**src/rtl/camera_capture_pkg.sv**
```systemverilog
// rtl/camera_capture_pkg.sv - shared types and width helpers for the camera capture packer
package camera_capture_pkg;

    typedef enum logic [1:0] {
        S_IDLE    = 2'd0,
        S_SYNC_HI = 2'd1,
        S_SYNC_LO = 2'd2,
        S_CAPTURE = 2'd3
    } cap_state_e;

    // Per-line sample counter width; the counter saturates rather than wraps.
    localparam int SCNT_W = 16;

    // Ceiling log2 usable in constant expressions.
    function automatic int clog2(input int value);
        int r;
        r = 0;
        for (int i = 0; i < 32; i++) begin
            if ((64'd1 << i) < 64'(value)) begin
                r = i + 1;
            end
        end
        return r;
    endfunction

    // Samples per packed output word.
    function automatic int pack_ratio(input int out_w, input int data_w);
        return out_w / data_w;
    endfunction

    // Pack-count width; the count must reach R itself to mark a full word.
    function automatic int pcnt_width(input int r);
        return clog2(r + 1);
    endfunction

    // Zero bits appended below a partial word holding cnt samples.
    function automatic int pad_bits(input int r, input int cnt, input int data_w);
        return data_w * (r - cnt);
    endfunction

endpackage

```
**src/rtl/cam_byte_packer.sv**
```systemverilog
// rtl/cam_byte_packer.sv - MSB-first sample shifter with a one-word output holding stage
module cam_byte_packer
    import camera_capture_pkg::*;
#(
    parameter int DATA_W = 8,
    parameter int OUT_W  = 64
) (
    input  logic              clk,
    input  logic              rst,
    input  logic              clr,
    input  logic              push,
    input  logic              flush,
    input  logic              sof_in,
    input  logic [DATA_W-1:0] din,
    output logic [OUT_W-1:0]  word,
    output logic              valid,
    output logic              sof,
    output logic              eol
);

    localparam int R  = pack_ratio(OUT_W, DATA_W);
    localparam int CW = pcnt_width(R);
    localparam logic [CW-1:0] CNT_FULL = CW'(R);

    logic [OUT_W-1:0] sr_q, sr_d;
    logic [CW-1:0]    cnt_q, cnt_d;
    logic [OUT_W-1:0] word_q, word_d;
    logic             valid_q, valid_d;
    logic             sof_q, sof_d;
    logic             eol_q, eol_d;

    // A full word is held until the next push or a flush, so the end-of-line
    // flag can ride on the same strobe as the line's final full word.
    always_comb begin
        sr_d    = sr_q;
        cnt_d   = cnt_q;
        word_d  = word_q;
        valid_d = 1'b0;
        sof_d   = 1'b0;
        eol_d   = 1'b0;
        if (clr) begin
            sr_d  = '0;
            cnt_d = '0;
        end else if (push) begin
            if (cnt_q == CNT_FULL) begin
                word_d  = sr_q;
                valid_d = 1'b1;
                sof_d   = sof_in;
                sr_d    = OUT_W'(din);
                cnt_d   = CW'(1);
            end else begin
                sr_d  = {sr_q[OUT_W-DATA_W-1:0], din};
                cnt_d = cnt_q + CW'(1);
            end
        end else if (flush) begin
            if (cnt_q != '0) begin
                word_d  = sr_q << pad_bits(R, int'(cnt_q), DATA_W);
                valid_d = 1'b1;
                sof_d   = sof_in;
                eol_d   = 1'b1;
            end
            sr_d  = '0;
            cnt_d = '0;
        end
    end

    // Packer state and output registers.
    always_ff @(posedge clk) begin
        if (rst) begin
            sr_q    <= '0;
            cnt_q   <= '0;
            word_q  <= '0;
            valid_q <= 1'b0;
            sof_q   <= 1'b0;
            eol_q   <= 1'b0;
        end else begin
            sr_q    <= sr_d;
            cnt_q   <= cnt_d;
            word_q  <= word_d;
            valid_q <= valid_d;
            sof_q   <= sof_d;
            eol_q   <= eol_d;
        end
    end

    assign word  = word_q;
    assign valid = valid_q;
    assign sof   = sof_q;
    assign eol   = eol_q;

endmodule

```
**src/rtl/camera_capture_pack.sv**
```systemverilog
// rtl/camera_capture_pack.sv - frame-aligned camera sample capture and word packing
module camera_capture_pack
    import camera_capture_pkg::*;
#(
    parameter int DATA_W  = 8,
    parameter int OUT_W   = 64,
    parameter int H_BYTES = 2560,
    parameter int V_LINES = 720,
    parameter int FCNT_W  = 16
) (
    input  logic                          camera_pclk,
    input  logic                          rst,
    input  logic                          init_done,
    input  logic                          frame_en,
    input  logic                          camera_href,
    input  logic                          camera_vsync,
    input  logic [DATA_W-1:0]             camera_data,
    output logic                          wr_en,
    output logic [OUT_W-1:0]              wr_data,
    output logic                          wr_sof,
    output logic                          wr_eol,
    output logic                          frame_done,
    output logic                          err_line,
    output logic                          err_frame,
    output logic [clog2(V_LINES+1):0]     line_cnt,
    output logic [FCNT_W-1:0]             frame_cnt
);

    localparam int LCW = clog2(V_LINES + 1) + 1;
    localparam logic [LCW-1:0]    LCNT_MAX = '1;
    localparam logic [LCW-1:0]    V_EXP    = LCW'(V_LINES);
    localparam logic [SCNT_W-1:0] SCNT_MAX = '1;
    localparam logic [SCNT_W-1:0] H_EXP    = SCNT_W'(H_BYTES);

    cap_state_e        state_q, state_d;
    logic              href_q, href_d;
    logic              vsync_q, vsync_d;
    logic              sof_pend_q, sof_pend_d;
    logic [SCNT_W-1:0] scnt_q, scnt_d;
    logic [LCW-1:0]    line_cnt_q, line_cnt_d;
    logic [FCNT_W-1:0] frame_cnt_q, frame_cnt_d;
    logic              frame_done_q, frame_done_d;
    logic              err_line_q, err_line_d;
    logic              err_frame_q, err_frame_d;

    logic              in_cap, accept, fall, vs_rise, pk_clr, pk_sof;
    logic [LCW-1:0]    lines_done;
    logic              pk_valid;

    // Frame sync FSM, line/frame bookkeeping and packer control.
    always_comb begin
        state_d      = state_q;
        href_d       = camera_href;
        vsync_d      = camera_vsync;
        sof_pend_d   = sof_pend_q;
        scnt_d       = scnt_q;
        line_cnt_d   = line_cnt_q;
        frame_cnt_d  = frame_cnt_q;
        frame_done_d = 1'b0;
        err_line_d   = 1'b0;
        err_frame_d  = 1'b0;

        in_cap  = (state_q == S_CAPTURE) && init_done;
        accept  = in_cap && camera_href && !camera_vsync;
        fall    = in_cap && href_q && !camera_href;
        vs_rise = in_cap && camera_vsync && !vsync_q;
        pk_clr  = !in_cap;
        // A strobe already in flight carried the frame's first word.
        pk_sof  = sof_pend_q && !pk_valid;

        if (pk_valid) begin
            sof_pend_d = 1'b0;
        end

        if (accept && (scnt_q != SCNT_MAX)) begin
            scnt_d = scnt_q + SCNT_W'(1);
        end

        lines_done = line_cnt_q;
        if (fall) begin
            err_line_d = (scnt_q != H_EXP);
            scnt_d     = '0;
            if (line_cnt_q != LCNT_MAX) begin
                lines_done = line_cnt_q + LCW'(1);
            end
            line_cnt_d = lines_done;
        end

        if (!in_cap) begin
            scnt_d = '0;
        end

        case (state_q)
            S_IDLE: begin
                if (init_done && frame_en) begin
                    state_d = S_SYNC_HI;
                end
            end
            S_SYNC_HI: begin
                if (camera_vsync) begin
                    state_d = S_SYNC_LO;
                end
            end
            S_SYNC_LO: begin
                if (!camera_vsync && init_done) begin
                    state_d    = S_CAPTURE;
                    line_cnt_d = '0;
                    sof_pend_d = 1'b1;
                end
            end
            S_CAPTURE: begin
                if (vs_rise) begin
                    frame_done_d = 1'b1;
                    err_frame_d  = (lines_done != V_EXP);
                    frame_cnt_d  = frame_cnt_q + FCNT_W'(1);
                    state_d      = frame_en ? S_SYNC_LO : S_IDLE;
                end
            end
            default: state_d = S_IDLE;
        endcase

        if (!init_done) begin
            state_d = S_IDLE;
        end
    end

    // Control and status registers.
    always_ff @(posedge camera_pclk) begin
        if (rst) begin
            state_q      <= S_IDLE;
            href_q       <= 1'b0;
            vsync_q      <= 1'b0;
            sof_pend_q   <= 1'b0;
            scnt_q       <= '0;
            line_cnt_q   <= '0;
            frame_cnt_q  <= '0;
            frame_done_q <= 1'b0;
            err_line_q   <= 1'b0;
            err_frame_q  <= 1'b0;
        end else begin
            state_q      <= state_d;
            href_q       <= href_d;
            vsync_q      <= vsync_d;
            sof_pend_q   <= sof_pend_d;
            scnt_q       <= scnt_d;
            line_cnt_q   <= line_cnt_d;
            frame_cnt_q  <= frame_cnt_d;
            frame_done_q <= frame_done_d;
            err_line_q   <= err_line_d;
            err_frame_q  <= err_frame_d;
        end
    end

    cam_byte_packer #(
        .DATA_W (DATA_W),
        .OUT_W  (OUT_W)
    ) u_packer (
        .clk    (camera_pclk),
        .rst    (rst),
        .clr    (pk_clr),
        .push   (accept),
        .flush  (fall),
        .sof_in (pk_sof),
        .din    (camera_data),
        .word   (wr_data),
        .valid  (pk_valid),
        .sof    (wr_sof),
        .eol    (wr_eol)
    );

    assign wr_en      = pk_valid;
    assign frame_done = frame_done_q;
    assign err_line   = err_line_q;
    assign err_frame  = err_frame_q;
    assign line_cnt   = line_cnt_q;
    assign frame_cnt  = frame_cnt_q;

endmodule

```
**config.mk**
```make
export PLATFORM = sky130hd
export DESIGN_NAME = camera_capture_pack
export DESIGN_NICKNAME = d
export VERILOG_FILES = /design/src/rtl/camera_capture_pkg.sv /design/src/rtl/cam_byte_packer.sv /design/src/rtl/camera_capture_pack.sv
export SDC_FILE = /design/constraint.sdc
export NUM_CORES = 1
export LEC_CHECK = 0
export ABC_CLOCK_PERIOD_IN_PS = 4700
export CAP_MARGIN = 10
export CELL_PAD_IN_SITES_DETAIL_PLACEMENT = 0
export CELL_PAD_IN_SITES_GLOBAL_PLACEMENT = 1
export CORE_MARGIN = 2
export CORE_UTILIZATION = 46
export DETAILED_ROUTE_END_ITERATION = 10
export PLACE_DENSITY = 0.86
export SYNTH_ARGS = -nofsm -noshare
export SYNTH_HDL_FRONTEND = slang
export SYNTH_SLANG_ARGS = --single-unit
```
**constraint.sdc**
```tcl
create_clock -name camera_pclk -period 4.7 [get_ports camera_pclk]
set_input_delay 0.94 -clock camera_pclk [delete_from_list [all_inputs] [get_ports camera_pclk]]
set_output_delay 0.94 -clock camera_pclk [all_outputs]
set_load 0.02 [all_outputs]
```
==> impl_metrics.csv, run 1 <==
group,metric,value,unit
yosys,synth_cell_types,61,
worst_setup_path,cp.required,5.04,ns
global_route,grt_pass1_wl,43780,um
yosys,async_flop_share,0,
clock_tree,clock_latency,0.43,ns
clock_tree,ctsHoldBuffers,0,
clock_tree,clock_sinks,186,
hold_path,hold_class,"register to register",
detailed_routing,vias,8414,
timing,finalHoldViolCount,0,
timing,max_freq,294.5,MHz
clock_tree,cts_tree,"done",
global_route,first_global_vias,7826,
clock_tree,cts_resized,0,
worst_setup_path,crit_type,"input port to register",
finish,num_antenna_cells,0,
global_route,track_usage,0.2563,
die,start_util,0.4703,
die,die_h,145.5,um
timing,relSlewSlack,0.3569,
clock_tree,cts-root-buf,"clkbuf_16",
clock_tree,htreeDepth,4,
worst_setup_path,startpoint_type,"input port",
timing,slew_viol_final,0,
yosys,syn_nets,1096,
pwr,p_switching,0.0006900,W
timing,fin_worst_skew,0.007512,ns
yosys,syn_area,9213,sq um
yosys,synth_warnings,0,
worst_setup_path,end_kind,"register",
clock_tree,cts_buffers,17,
finish,final_area,11000,sq um
global_route,antenna_found_initial,0,
die,rows,51,
pwr,p_comb_frac,0.012,
timing,period_minus_slack,3.396,ns
run,cap_violations,0,
yosys,seq_area_frac_synth,0.4042,
detailed_routing,drc,0,
detailed_routing,wl_per_cell,19.46,um
yosys,yosysTopAreaCellShare,0.4042,
detailed_routing,detail_route.vias_per_cell,5.967,
timing,final.setup.tns,0,ns
placed_design,dpl.hpwl,18110,um
die,die-area,21180,sq um
pwr,swShare,0.2242,
timing,finalCritPeriodShare,0.7225,
finish,nets,1152,
placed_design,gp_congestion,0.8279,
placed_design,place_area,10410,sq um
die,die_w,145.5,um
timing,setup-violations-final,0,
yosys,yosysTopAreaCell,"dfxtp_1",
pwr,clock_power_share,0.475,
pwr,peakVddDrop,0.0002342,V
placed_design,portBuffers,110,
clock_tree,path_clk_slew,0.07,ns
finish,drive_above_1_share,0.08996,
worst_setup_path,worstPathMaxFanout,58,
pwr,p_int,0.002387,W
detailed_routing,wl,27440,um
global_route,grt_max_degree,71,
detailed_routing,first_iter_violations,786,
yosys,synth_flop_cell,"dfxtp_1",
detailed_routing,antenna_left,0,
detailed_routing,firstDrtPassIters,6,
clock_tree,post_cts_buffers,0,
status,status,"finished clean",
timing,worst_pin_slew,0.9626,ns
pwr,power_leakage,3.427,nW
die,core_area,19590,sq um
yosys,ys_seq_elements,186,
die,io_pins,111,
finish,syn_to_final_growth,19.42,%
finish,fillers,1839,
yosys,synth_edf_count,0,
worst_setup_path,cp_data_arrival_time,3.73,ns
pwr,seq_power_share,0.513,
pwr,power_density,279.7,nW/um^2
yosys,syn_area_per_cell,8.562,sq um
clock_tree,cts_buffer_depth,2,
yosys,netlist_instances,1076,
global_route,overflow,0,
yosys,yosys-top-cells-area,"dfxtp_1 40%, nor2_1 8.9%, mux2i_1 6.3%, a22oi_1 5.3%, a211oi_1 3.4%",
timing,grt_setup_unrepaired,"no",
## power by group through the flow
| stage | Combinational, W | Sequential (W) | Clock (W) |
|---|---|---|---|
| after floorplan | 0.0000198 | 0.00161 | 0 |
| after global placement | 0.0000374 | 0.00161 | 0 |
| final | 0.0000381 | 0.00158 | 0.00146 |
| after detailed placement | 0.0000376 | 0.00161 | 0 |
| after CTS | 0.0000378 | 0.00158 | 0.00148 |
| after global routing | 0.0000406 | 0.00158 | 0.00155 |
## layout by cell type (no fill, tap or decap), drive strengths merged, types with 5 or more instances in the layout
master         count
clkinvlp           5
a22o               8
a2bb2oi            8
a211oi            43
xnor2             16
o22a               7
nand2b             6
mux2              23
a221oi            32
nor2             221
nor4               7
or3                6
o2bb2ai            7
and2               9
inv               16
mux2i             58
a31oi              5
o21ai             11
clkdlybuf4s50    109
nor2b              8
ha                 6
a22oi             65
a21oi             48
clkbuf            18
nand2             50
buf               21
dfxtp            186
nor3              51
xor2              16
o31ai              7
nand4             11
nand3             21
## worst paths after layout
| check | start | endpoint | cells after the start | slack (ns) |
|---|---|---|---|---|
| hold reg to reg | sof_pend_q$_SDFF_PP0_ | u_packer.sof$_SDFF_PP0_ | 2 | 0.48 |
| setup / recovery | init_done | u_packer.word[38]$_SDFFE_PP0P_ | 8 | 1.30 |
| hold / removal | sof_pend_q$_SDFF_PP0_ | u_packer.sof$_SDFF_PP0_ | 2 | 0.48 |
| setup reg to reg | u_packer.cnt_q[0]$_SDFFE_PP0N_ | u_packer.word[28]$_SDFFE_PP0P_ | 9 | 1.65 |
## cell families after synthesis
| logic type | Yosys count | synth area share |
|---|---|---|
| compound gates | 255 | 0.2120 |
| xor+xnor | 32 | 0.03042 |
| fa+ha+maj | 6 | 0.008149 |
| buf+inv | 106 | 0.05066 |
| flops | 186 | 0.4042 |
| mux | 82 | 0.09358 |
| simple gates | 409 | 0.2010 |
## final cells by class
type                            count  area, sq um  area share
Multi-Input combinational cell    784         5040      0.4581
Sequential cell                   186         3727      0.3388
Timing Repair Buffer              130         1259      0.1144
Clock buffer                       18        429.2     0.03901
Tap cell                          265        331.6     0.03014
Clock inverter                     14        166.4     0.01513
Inverter                           13        48.80    0.004435
## synthesized netlist by cell type (12+ instances only)
cell type  number
mux2_2         23
nand3_1        21
a21oi_1        48
buf_2          22
nor3_1         50
a22oi_1        65
clkbuf_1       49
inv_1          13
a221oi_1       20
a221oi_2       12
xor2_1         16
buf_1          15
nor2_1        219
a211oi_1       42
xnor2_1        16
nand2_1        50
dfxtp_1       186
mux2i_1        58
## metrics by stage
step	total power, W	hold WS, ns	setup slack [ns]	util	cells
finish	0.003077	0.4785	1.304	0.5616	1410
global route	0.003168	0.4919	1.131	0.5616	1410
CTS	0.003097	0.4728	1.365	0.5616	1410
detailed placement	0.001652	0.4598	0.9183	0.5312	1378
global placement	0.001651	0.4659	0.9905	0.5312	1378
floorplan	0.001633	0.4302	1.850	-	1076
## metal layers
metal / global-route usage / wire length, um / vias up
met1: 0.3642 / 12600 / 4080
li1: - / - / 4018
met2: 0.4005 / 12490 / 289
met4: 0.07696 / 507 / 0
met5: 0 / 0 / -
met3: 0.04295 / 1833 / 27
## worst max-delay path, stage by stage
cell and delay [ns]:
clkdlybuf4s50_1 0.55, and3_1 0.38, and2_2 0.25, buf_4 0.36, a2111o_2 0.21, buf_4 0.61
a221oi_1 0.12, a211oi_1 0.28
## flip-flops by register name, indices dropped and copies added (netlist names), 2 cells and up
signal	flops
state_q	2
u_packer.cnt_q	4
u_packer.word	64
frame_cnt	16
u_packer.sr_q	64
line_cnt	11
scnt_q	16
Power figures use the tool's default switching activity.
==> run 2, diff against run 1 <==
--- a/config.mk
+++ b/config.mk
@@ -5,14 +5,14 @@
 export SDC_FILE = /design/constraint.sdc
 export NUM_CORES = 1
 export LEC_CHECK = 0
-export ABC_CLOCK_PERIOD_IN_PS = 4700
+export ABC_CLOCK_PERIOD_IN_PS = 3500
 export CAP_MARGIN = 10
 export CELL_PAD_IN_SITES_DETAIL_PLACEMENT = 0
 export CELL_PAD_IN_SITES_GLOBAL_PLACEMENT = 1
 export CORE_MARGIN = 2
-export CORE_UTILIZATION = 46
+export CORE_UTILIZATION = 42
 export DETAILED_ROUTE_END_ITERATION = 10
-export PLACE_DENSITY = 0.86
+export PLACE_DENSITY = 0.8
 export SYNTH_ARGS = -nofsm -noshare
 export SYNTH_HDL_FRONTEND = slang
 export SYNTH_SLANG_ARGS = --single-unit
==> constraint.sdc (replaced) <==
create_clock -name camera_pclk -period 3.5 [get_ports camera_pclk]
set_input_delay 0.7 -clock camera_pclk [delete_from_list [all_inputs] [get_ports camera_pclk]]
set_output_delay 0.7 -clock camera_pclk [all_outputs]
set_load 0.02 [all_outputs]
==> impl_metrics.csv, run 2 (same netlist as run 1, synthesis figures left out) <==
group,metric,value,unit
clock_tree,cts-root-buf,"clkbuf_16",
timing,period_minus_slack,2.795,ns
detailed_routing,detail_route.vias_per_cell,5.795,
global_route,overflow,0,
placed_design,dpl.hpwl,18570,um
timing,final.setup.tns,0,ns
clock_tree,ctsHoldBuffers,0,
timing,setup-violations-final,0,
timing,worst_pin_slew,0.8186,ns
die,die_h,152.1,um
detailed_routing,wl,27280,um
clock_tree,cts_buffers,17,
clock_tree,clock_sinks,186,
pwr,p_int,0.003233,W
detailed_routing,wl_per_cell,18.92,um
worst_setup_path,critPathMaxStageDelay,0.60,ns
pwr,p_switching,0.0009794,W
detailed_routing,vias,8356,
finish,final_area,11200,sq um
timing,finalHoldViolCount,0,
timing,max_freq,357.8,MHz
finish,fillers,2081,
worst_setup_path,crit_slowest_cell,"a2111o_2",
finish,drive_above_1_share,0.1041,
finish,syn_to_final_growth,21.58,%
clock_tree,htreeDepth,4,
finish,nets,1169,
worst_setup_path,crit_buf_inv,2,
die,core_area,21690,sq um
clock_tree,post_cts_buffers,0,
clock_tree,cts_tree,"done",
clock_tree,cts_resized,0,
worst_setup_path,cp_cell_sequence,"clkdlybuf4s50_1 > nor2b_1 > and2_2 > nor2_4 > a2111o_2 > buf_4 > nor3_4 > a22o_1",
pwr,power_density,376.1,nW/um^2
finish,num_antenna_cells,0,
hold_path,hold_class,"register to register",
timing,slew_viol_final,0,
pwr,total_power,0.004212,W
timing,grt_setup_unrepaired,"no",
pwr,peakVddDrop,0.0002912,V
pwr,clock_power_share,0.485,
worst_setup_path,crit_type,"input port to register",
timing,relSlewSlack,0.4543,
die,die-area,23140,sq um
placed_design,gp_congestion,0.8464,
worst_setup_path,cp.required,3.89,ns
global_route,antenna_found_initial,0,
detailed_routing,drc,0,
global_route,grt_pass1_wl,43550,um
die,die_w,152.1,um
placed_design,portBuffers,110,
die,rows,54,
finish,final_util,0.5164,
clock_tree,cts_buffer_depth,2,
detailed_routing,antenna_left,0,
worst_setup_path,worstPathMaxFanout,19,
pwr,seq_power_share,0.503,
worst_setup_path,cp_data_arrival_time,3.18,ns
timing,finalCritPeriodShare,0.7985,
finish,final_common_cell,"nor2_1",
global_route,track_usage,0.2320,
die,io_pins,111,
clock_tree,path_clk_slew,0.08,ns
worst_setup_path,startpoint_type,"input port",
status,status,"finished clean",
global_route,first_global_vias,7626,
die,start_util,0.4248,
pwr,power_leakage,3.554,nW
pwr,p_comb_frac,0.012,
detailed_routing,firstDrtPassIters,6,
worst_setup_path,end_kind,"register",
timing,hold_ws,0.4715,ns
clock_tree,clock_latency,0.44,ns
run,cap_violations,0,
worst_setup_path,critPathTopFamily,"simple AND/OR/NAND/NOR gates",
global_route,grt_max_degree,71,
timing,fin_worst_skew,0.01160,ns
placed_design,place_area,10580,sq um
pwr,swShare,0.2325,
detailed_routing,first_iter_violations,692,
finish,layout_common_cells,"219 x nor2_1, 185 x dfxtp_1, 109 x clkdlybuf4s50_1",
-- run 2: cell count changes in the layout (fill, tap and decap cells not counted) --
cell and delta:
buf_4 +15, clkinvlp_4 -5, inv_6 +3, buf_12 +2
clkinv_4 -2, clkinv_8 +2, inv_8 +2, clkbuf_1 -1
clkinv_2 +1
-- run 2: cell type report --
type	instances	area (sq um)	area share
clock buffer	17	425.4	0.03798
tap	280	350.3	0.03128
sequential	186	3727	0.3328
multi-input combinational	784	5040	0.4500
inverter	13	48.80	0.004357
timing repair buffer	147	1411	0.1260
clock inverter	15	197.7	0.01765
-- run 2: metrics by stage --
stage          setup WS (ns)  cells
2_1_floorplan         0.6504   1076
3_3_place_gp          0.3333   1410
3_5_place_dp          0.2561   1410
4_1_cts               0.7225   1442
5_1_grt               0.5727   1442
6_report              0.7052   1442
-- run 2: path summary, 6_finish.rpt --
kind | from | to | slack, ns | cells past startpoint
worst min-delay path | sof_pend_q$_SDFF_PP0_ | u_packer.sof$_SDFF_PP0_ | 0.47 | 2
worst min register to register | sof_pend_q$_SDFF_PP0_ | u_packer.sof$_SDFF_PP0_ | 0.47 | 2
worst max register to register | u_packer.cnt_q[1]$_SDFFE_PP0N_ | u_packer.word[28]$_SDFFE_PP0P_ | 0.77 | 9
worst max-delay path | camera_href | u_packer.word[1]$_SDFFE_PP0P_ | 0.71 | 8
-- run 2: power groups by stage --
stage               Combinational, W  Clock, W  Sequential (W)
floorplan                  0.0000266         0         0.00217
detailed placement         0.0000523         0         0.00217
global placement           0.0000522         0         0.00217
global route               0.0000566   0.00216         0.00212
finish                     0.0000520   0.00204         0.00212
CTS                        0.0000527   0.00206         0.00212
-- run 2: tightest hold or removal path, delay by kind of cell (launching register included) --
kind          cells  cell delay (ns)
simple gates      2             0.13
flops             1             0.30
-- run 2: per-layer routing --
| metal | share of wire | vias to the layer above | global-route usage |
|---|---|---|---|
| li1 | - | 4052 | - |
| met5 | 0 | - | 0 |
| met1 | 0.48 | 3980 | 0.3392 |
| met4 | 0.023 | 0 | 0.07699 |
| met3 | 0.056 | 40 | 0.03366 |
| met2 | 0.44 | 284 | 0.3511 |
